`src/rtl/parking_pkg.sv`:
```
// Shared definitions for the parking access controller: register map,
// EVENT register bit positions, reset defaults and the event decoder.
package parking_pkg;

   localparam int unsigned ADDR_EVENT  = 0;
   localparam int unsigned ADDR_CAP    = 1;
   localparam int unsigned ADDR_OCC    = 2;
   localparam int unsigned ADDR_DELAY  = 3;
   localparam int unsigned ADDR_STATUS = 4;

   localparam int EVT_ENTRY_BIT = 0;
   localparam int EVT_EXIT_BIT  = 1;

   localparam int DEF_CAP_C   = 16;
   localparam int DEF_DELAY_C = 5;

   typedef enum logic [1:0] {
      EVT_NONE  = 2'b00,
      EVT_ENTRY = 2'b01,
      EVT_EXIT  = 2'b10,
      EVT_BOTH  = 2'b11
   } evt_kind_e;

   function automatic evt_kind_e decode_evt(input logic entry_b, input logic exit_b);
      return evt_kind_e'({exit_b, entry_b});
   endfunction

endpackage

```
`src/rtl/parking_barrier_timer.sv`:
```
// Barrier hold timer: a down-counter loaded on every opening request.
// The barrier is open while the counter has not reached terminal count.
// Ports:
//   clk, rst_n   clock, synchronous active-high reset
//   load         open (or re-open) request, reloads the counter
//   delay        hold duration in cycles; 0 is treated as 1
//   bariera      barrier open
module parking_barrier_timer #(
   parameter int W = 8
) (
   input  logic         clk,
   input  logic         rst_n,
   input  logic         load,
   input  logic [W-1:0] delay,
   output logic         bariera
);

   logic [W-1:0] cnt_q;
   logic [W-1:0] cnt_d;

   always_comb begin
      cnt_d = cnt_q;
      if (load) begin
         cnt_d = (delay == '0) ? W'(1) : delay;
      end else if (cnt_q != '0) begin
         cnt_d = cnt_q - W'(1);
      end
   end

   always_ff @(posedge clk) begin
      if (rst_n) begin
         cnt_q <= '0;
      end else begin
         cnt_q <= cnt_d;
      end
   end

   // Loaded at the opening edge, so the output is high from the next
   // cycle for exactly the loaded number of cycles.
   assign bariera = (cnt_q != '0);

endmodule

```
`src/rtl/parking_access_ctrl.sv`:
```
// Parking-lot access controller behind a zero-wait-state APB slave.
// Software posts entry/exit events; occupancy is tracked against a
// programmable capacity, the barrier is pulsed open for a programmable
// time, and the free-spot display and full flag are driven registered.
// Ports:
//   clk, rst_n                  clock, synchronous active-high reset
//   Paddr/Pwrite/Psel/Penable/Pwdata   APB request
//   Prdata/Pready/Pslverr       APB response
//   bariera                     barrier open
//   afisare_locuri              free spots, saturating at 0
//   parcare_full                occupancy >= capacity
module parking_access_ctrl
   import parking_pkg::*;
#(
   parameter int ADDR_W    = 8,
   parameter int DATA_W    = 8,
   parameter int DEF_CAP   = DEF_CAP_C,
   parameter int DEF_DELAY = DEF_DELAY_C
) (
   input  logic              clk,
   input  logic              rst_n,
   input  logic [ADDR_W-1:0] Paddr,
   input  logic              Pwrite,
   input  logic              Psel,
   input  logic              Penable,
   input  logic [DATA_W-1:0] Pwdata,
   output logic [DATA_W-1:0] Prdata,
   output logic              Pready,
   output logic              Pslverr,
   output logic              bariera,
   output logic [DATA_W-1:0] afisare_locuri,
   output logic              parcare_full
);

   logic [DATA_W-1:0] cap_q,   cap_d;
   logic [DATA_W-1:0] occ_q,   occ_d;
   logic [DATA_W-1:0] delay_q, delay_d;
   logic [DATA_W-1:0] disp_q,  disp_d;
   logic              full_q,  full_d;

   logic              access;
   logic              hit_event, hit_cap, hit_occ, hit_delay, hit_status;
   logic              mapped, xfer_err, wr_ok;
   logic              open_req;
   logic [DATA_W-1:0] rdata;
   evt_kind_e         evt;

   assign access     = Psel & Penable;
   assign hit_event  = (Paddr == ADDR_W'(ADDR_EVENT));
   assign hit_cap    = (Paddr == ADDR_W'(ADDR_CAP));
   assign hit_occ    = (Paddr == ADDR_W'(ADDR_OCC));
   assign hit_delay  = (Paddr == ADDR_W'(ADDR_DELAY));
   assign hit_status = (Paddr == ADDR_W'(ADDR_STATUS));
   assign mapped     = hit_event | hit_cap | hit_occ | hit_delay | hit_status;
   assign xfer_err   = access & (~mapped | (Pwrite & (hit_occ | hit_status)));
   assign wr_ok      = access & Pwrite & ~xfer_err;

   always_comb begin
      rdata = '0;
      if (hit_cap)    rdata = cap_q;
      if (hit_occ)    rdata = occ_q;
      if (hit_delay)  rdata = delay_q;
      if (hit_status) rdata = {{(DATA_W-2){1'b0}}, full_q, bariera};
   end

   // rst_n is active high; a transfer that overlaps reset returns nothing.
   assign Pready  = access;
   assign Pslverr = xfer_err & ~rst_n;
   assign Prdata  = (access & ~Pwrite & ~rst_n) ? rdata : '0;

   always_comb begin
      cap_d    = cap_q;
      occ_d    = occ_q;
      delay_d  = delay_q;
      open_req = 1'b0;
      evt      = decode_evt(Pwdata[EVT_ENTRY_BIT], Pwdata[EVT_EXIT_BIT]);

      // Both bits on an empty lot collapse to a plain entry.
      if ((evt == EVT_BOTH) && (occ_q == '0)) begin
         evt = EVT_ENTRY;
      end

      if (wr_ok && hit_cap)   cap_d   = Pwdata;
      if (wr_ok && hit_delay) delay_d = Pwdata;

      if (wr_ok && hit_event) begin
         unique case (evt)
            EVT_ENTRY: begin
               if ((occ_q < cap_q) && (occ_q != '1)) begin
                  occ_d    = occ_q + DATA_W'(1);
                  open_req = 1'b1;
               end
            end
            EVT_EXIT: begin
               if (occ_q != '0) begin
                  occ_d    = occ_q - DATA_W'(1);
                  open_req = 1'b1;
               end
            end
            EVT_BOTH: open_req = 1'b1;
            default:  ;
         endcase
      end

      disp_d = (cap_q > occ_q) ? (cap_q - occ_q) : '0;
      full_d = (occ_q >= cap_q);
   end

   always_ff @(posedge clk) begin
      if (rst_n) begin
         cap_q   <= DATA_W'(DEF_CAP);
         occ_q   <= '0;
         delay_q <= DATA_W'(DEF_DELAY);
         disp_q  <= DATA_W'(DEF_CAP);
         full_q  <= 1'b0;
      end else begin
         cap_q   <= cap_d;
         occ_q   <= occ_d;
         delay_q <= delay_d;
         disp_q  <= disp_d;
         full_q  <= full_d;
      end
   end

   assign afisare_locuri = disp_q;
   assign parcare_full   = full_q;

   parking_barrier_timer #(
      .W (DATA_W)
   ) u_barrier_timer (
      .clk     (clk),
      .rst_n   (rst_n),
      .load    (open_req),
      .delay   (delay_q),
      .bariera (bariera)
   );

endmodule

```
`config.mk`:
```
export PLATFORM = sky130hd
export DESIGN_NAME = parking_access_ctrl
export DESIGN_NICKNAME = d
export VERILOG_FILES = /design/src/rtl/parking_pkg.sv /design/src/rtl/parking_barrier_timer.sv /design/src/rtl/parking_access_ctrl.sv
export SDC_FILE = /design/constraint.sdc
export NUM_CORES = 1
export LEC_CHECK = 0
export ABC_CLOCK_PERIOD_IN_PS = 2750
export CAP_MARGIN = 20
export CORE_UTILIZATION = 45
export DETAILED_ROUTE_END_ITERATION = 6
export PLACE_DENSITY = 0.66
export SETUP_SLACK_MARGIN = 0.02
export SLEW_MARGIN = 20
export SYNTH_ARGS = -nofsm -noshare
export SYNTH_HDL_FRONTEND = slang
export SYNTH_SLANG_ARGS = --single-unit
```
`constraint.sdc`:
```
create_clock -name clk -period 2.75 [get_ports clk]
set_input_delay 0.4125 -clock clk [delete_from_list [all_inputs] [get_ports clk]]
set_output_delay 0.4125 -clock clk [all_outputs]
set_load 0.005 [all_outputs]
```
==> results of run 1 <==
-- power groups by stage --
stage	Combinational, mW	Sequential [mW]	Clock (mW)
after detailed placement	0.542	0.714	0
after floorplan	0.384	0.700	0
after global placement	0.535	0.711	0
after CTS	0.549	0.699	0.600
final	0.560	0.704	0.586
after global routing	0.632	0.711	0.624
-- metal layers --
layer / GRT usage, % / vias to the layer above
li1: - / 1239
met1: 29.6 / 1198
met2: 40.5 / 59
met3: 3.95 / 13
met4: 7.78 / 0
met5: 0 / -
-- cell families (layout without fill, tap and decap cells) --
group / after synthesis / after routing / synth area share [%]
fa+ha+maj: 18 / 18 / 9.22
flops: 41 / 41 / 31.5
mux: 26 / 26 / 10.1
compound gates: 52 / 52 / 13.7
simple gates: 136 / 136 / 26.3
xor+xnor: 13 / 13 / 4.37
buf+inv: 31 / 93 / 4.75
-- through the flow --
| step | util (%) | setup TNS, ns | total power, mW | setup WS (ns) |
|---|---|---|---|---|
| 3_3_place_gp | 58.2 | -0.183 | 1.25 | -0.0850 |
| 6_report | 62.1 | 0 | 1.85 | 0.107 |
| 3_5_place_dp | 58.2 | -0.391 | 1.26 | -0.0927 |
| 2_1_floorplan | - | 0 | 1.08 | 0.488 |
| 5_1_grt | 62.1 | 0 | 1.97 | 0.000742 |
| 4_1_cts | 61.1 | -0.000579 | 1.85 | -0.000579 |
-- flip-flops by register name, indices dropped and copies added (netlist names) --
name and cells:
afisare_locuri 8, cap_q 8, delay_q 8, occ_q 8, u_barrier_timer.cnt_q 8, parcare_full 1
-- worst paths after layout --
| kind | cells past startpoint | slack [ns] | endpoint |
|---|---|---|---|
| hold / removal | 1 | 0.53 | cap_q[4]$_SDFFE_PP1P_ |
| setup / recovery | 8 | 0.11 | Prdata[3] |
| hold reg to reg | 1 | 0.53 | cap_q[4]$_SDFFE_PP1P_ |
| setup reg to reg | 9 | 0.26 | occ_q[7]$_SDFFE_PP0P_ |
-- cell usage in the layout (no fill, tap or decap), drive strengths merged, types with 4 or more instances in the layout --
master,count
ha,16
mux2i,24
a211o,4
a211oi,5
nand2,14
nor4,12
xnor2,8
nor2b,8
buf,24
a21oi,14
inv,22
dfxtp,41
nand4,6
clkbuf,5
o21ai,9
clkdlybuf4s50,34
dlymetal6s2s,6
nor2,68
xor2,5
nor3,10
-- layout make-up --
| type | instances | share of cell area, % |
|---|---|---|
| multi-input combinational | 245 | 49.8 |
| sequential | 41 | 23.9 |
| timing repair buffer | 64 | 17.4 |
| tap | 72 | 2.62 |
| inverter | 21 | 2.29 |
| clock buffer | 5 | 2.00 |
| clock inverter | 3 | 2.00 |
-- critical path: stages --
cell and delay [ns]:
clkdlybuf4s50_1 0.53, nor4_4 0.06, buf_4 0.15, nand4_1 0.08, buf_4 0.15, nor2_1 0.05, nor4_1 0.25, clkdlybuf4s50_1 0.54
-- what timing repair did --
action	CTS	global route
gates resized for setup	4	14
setup buffers	0	1
endpoints found under the setup margin	6	9
pin swaps	1	1
==> results.cfg, run 1 <==
[status]
outcome = complete, no violations

[die]
die_area_um2 = 6100
die_w_um = 78.1
rows = 27
core_area_um2 = 5540
die_h_um = 78.1
io_pins = 41
start_util_pct = 47.0

[power_and_ir_drop]
pwr-share-comb_pct = 30.3
peakVddDrop_uv = 443
power.switching_uw = 545
cellPowerDensity_nw_per_um2 = 537
p_sw_share_pct = 29.4
p_leak_nw = 1.52
power_frac_seq_pct = 38.0
p_int_mw = 1.30
clkPwrFrac_pct = 31.7

[sta]
post-route-min-period_ns = 2.64
setup_viol = 0
skew_ns = 0.00521
finalHoldViolCount = 0
worst_hold_slack_ns = 0.526
drv_slew = 0
rsz0062_at_grt = no
max_freq_ghz = 0.378
slew-limit-headroom_pct = 59.6
worstMarginPinSlew_ns = 0.606
period_share_pct = 96.1

[worst_setup_path]
required_ns = 2.34
crit_start = Paddr[2]
crit_fanout = 6
arrival_ns = 2.23
start_kind = primary input
r2r_start = cap_q[0]$_SDFFE_PP0P_
worstSetupPathType = in -> out
end_kind = output port

[detailed_routing]
wl_met2_um = 3250
wl_met3_um = 260
detail-route-antenna-nets = 0
vias = 2509
drtIter0Drc = 125
drc = 0
dr.pass1.iters = 5
wirelength_um = 6710
maxUsedRoutingLayer = met4
m1WireLength_um = 3070
via_per_inst = 5.56
wire_per_inst_um = 14.9

[logic_synthesis]
synth_top_cell_by_area = dfxtp_1
synth_area_leaders = dfxtp_1 (32%), nor2_1 (9.8%), mux2i_1 (9.2%)
synth.top_cell.area_share_pct = 31.5
yosysSeqAreaShare_pct = 31.5
synth_area_per_cell_um2 = 8.22
yosysWarnings = 0
synth_edf_count = 0
synth_top_flop_cell = dfxtp_1
ys_ff_latch = 41
async_flop_share_pct = 0
synth_commonest_cells = nor2_1 (68), dfxtp_1 (41), mux2i_1 (24)
synthesis.area_um2 = 2600
syn_inst = 317
synth_nets = 356
synth.distinct_cells = 47
synth_most_common_cell = nor2_1

[layout]
antenna_cells = 0
nets = 417
seq_area_um2 = 822
drive_above_1_share_pct = 13.7
nFillCells = 498
area_delta_synth_final_pct = 32.1
multiInputGateArea_um2 = 1710
instances_no_fill = 451
final_area_um2 = 3440

[clocking]
numClockSinks = 41
ctsHoldBuffers = 0
htree_levels = 2
cts-root-buf = clkbuf_8
clock_path_buffers = 2
clk_pin_slew_ns = 0.08
insertion_delay_ns = 0.30
numCtsBuffers = 5
cts_tree = yes

[placed_design]
io_buffers = 40
dp.cells = 442
dp_hpwl_um = 5110
place.gp.congestion = 0.839
placement.cell_area_um2 = 3220

[grt]
grt_use_total_pct = 23.5
grt_pass1_wl_um = 11300
grt_overflow = 0
grt_start_max_net_pins = 38
antenna_found_initial = 0
grt_pass1_vias = 2390

[worst_hold_path]
holdCritPathClass = reg -> reg
min-delay-start = cap_q[4]$_SDFFE_PP1P_

[flow_run]
drv_cap = 0
Power figures use the tool's default switching activity.
==> inputs of run 2 (changes only) <==
--- a/config.mk
+++ b/config.mk
@@ -9,7 +9,7 @@
 export CAP_MARGIN = 20
 export CORE_UTILIZATION = 45
 export DETAILED_ROUTE_END_ITERATION = 6
-export PLACE_DENSITY = 0.66
+export PLACE_DENSITY = 0.73
 export SETUP_SLACK_MARGIN = 0.02
 export SLEW_MARGIN = 20
 export SYNTH_ARGS = -nofsm -noshare
==> results.cfg, run 2 (synthesis gave the netlist of run 1 again) <==
[grt]
grt_use_total_pct = 23.7
grt_start_max_net_pins = 38
grt_overflow = 0
grt_pass1_vias = 2444
grt_pass1_wl_um = 11300
antenna_found_initial = 0

[sta]
post-route-min-period_ns = 2.61
rsz0062_at_grt = no
period_share_pct = 94.8
finalHoldViolCount = 0
setup_tns_ns = 0
slew-limit-headroom_pct = 58.4
skew_ns = 0.0136
setup_viol = 0
setup_slack_ns = 0.142
drv_slew = 0
worstMarginPinSlew_ns = 0.625
max_freq_ghz = 0.383

[layout]
area_delta_synth_final_pct = 32.9
nets = 419
instances_no_fill = 453
final_common_cell = nor2_1
nFillCells = 480
antenna_cells = 0
drive_above_1_share_pct = 15.2
final_cell_mix = nor2_1 (64), dfxtp_1 (40), clkdlybuf4s50_1 (32), buf_4 (25), mux2i_1 (24)

[placed_design]
io_buffers = 40
dp.cells = 443
place.gp.congestion = 0.847
post-place-ws_ns = -0.0732
dp_hpwl_um = 5160

[worst_setup_path]
start_kind = primary input
reg2regPathDepth = 9
crit_fanout = 12
required_ns = 2.34
end_kind = output port
arrival_ns = 2.20
worstSetupPathType = in -> out

[flow_run]
drv_cap = 0

[clocking]
clk_pin_slew_ns = 0.09
clock_path_buffers = 2
htree_levels = 2
numCtsBuffers = 5
cts_tree = yes
insertion_delay_ns = 0.30
cts-root-buf = clkbuf_8
ctsHoldBuffers = 0
numClockSinks = 41

[detailed_routing]
wire_per_inst_um = 14.9
via_per_inst = 5.49
drtIter0Drc = 120
vias = 2488
dr.pass1.iters = 4
drc = 0
detail-route-antenna-nets = 0
wirelength_um = 6770

[worst_hold_path]
whs_path_depth = 2
holdCritPathClass = reg -> reg

[die]
die_area_um2 = 6100
die_w_um = 78.1
io_pins = 41
start_util_pct = 47.0
rows = 27
die_h_um = 78.1
core_area_um2 = 5540

[power_and_ir_drop]
p_leak_nw = 1.55
cellPowerDensity_nw_per_um2 = 508
peakVddDrop_uv = 312

[status]
outcome = complete, no violations
==> run 2: where the power goes <==
| part | switching, mW | leakage, nW | total [mW] | internal (mW) |
|---|---|---|---|---|
| clock network | 0.228 | 0.0543 | 0.500 | 0.272 |
| logic | 0.260 | 1.17 | 0.556 | 0.297 |
| registers | 0.0583 | 0.332 | 0.703 | 0.645 |
==> run 2: worst paths after layout <==
check / from / to / slack, ns
max reg2reg: cap_q[0]$_SDFFE_PP0P_ / occ_q[7]$_SDFFE_PP0P_ / 0.20
min: delay_q[1]$_SDFFE_PP0P_ / delay_q[1]$_SDFFE_PP0P_ / 0.56
min reg2reg: delay_q[1]$_SDFFE_PP0P_ / delay_q[1]$_SDFFE_PP0P_ / 0.56
max: Paddr[0] / Prdata[3] / 0.14
==> run 2: area by class of cell <==
cell class	instances	area (um2)	share of cell area, %
clock buffer	5	68.8	1.99
clock inverter	3	46.3	1.34
inverter	21	78.8	2.28
multi-input combinational	245	1730	49.9
sequential	41	822	23.7
tap	72	90.1	2.60
timing repair buffer	66	628	18.1
==> run 2: per-stage QoR <==
step	utilization (%)	cell area, um2	hold WS [ns]	total power [mW]
after floorplan	-	2610	0.466	1.08
after global placement	58.5	3240	0.507	1.25
after CTS	61.3	3390	0.557	1.76
after global routing	62.5	3460	0.581	1.88
after detailed placement	58.5	3240	0.537	1.26
final	62.5	3460	0.561	1.76
==> run 2: per-layer routing <==
metal  global-route usage (%)  part of all wire, %  up-vias
met1                     28.2                   43     1172
li1                         -                    -     1241
met5                        0                    0        -
met4                     11.5                  2.1        0
met2                     40.7                   51       63
met3                     4.65                  4.5       12
==> run 2: worst max-delay path, stage by stage <==
cell and delay, ns:
clkdlybuf4s50_1 0.58, buf_4 0.20, buf_12 0.13, a21oi_1 0.06, nor4_1 0.26, clkdlybuf4s50_1 0.55
==> run 2: what timing repair did <==
| item | CTS | global route |
|---|---|---|
| setup endpoints to repair | 6 | 9 |
| resized for setup | 5 | 18 |
| pin swaps | 2 | 4 |
| setup buffers | 1 | 1 |
| cloned | 0 | 0 |
==> inputs of run 3 (changes only) <==
--- a/config.mk
+++ b/config.mk
@@ -8,6 +8,7 @@
 export ABC_CLOCK_PERIOD_IN_PS = 2750
 export CAP_MARGIN = 20
 export CORE_UTILIZATION = 45
+export CTS_CLUSTER_SIZE = 25
 export DETAILED_ROUTE_END_ITERATION = 6
 export PLACE_DENSITY = 0.73
 export SETUP_SLACK_MARGIN = 0.02
==> results of run 3 <==
No change in the layout: final DEF, timing and power equal those of run 2.
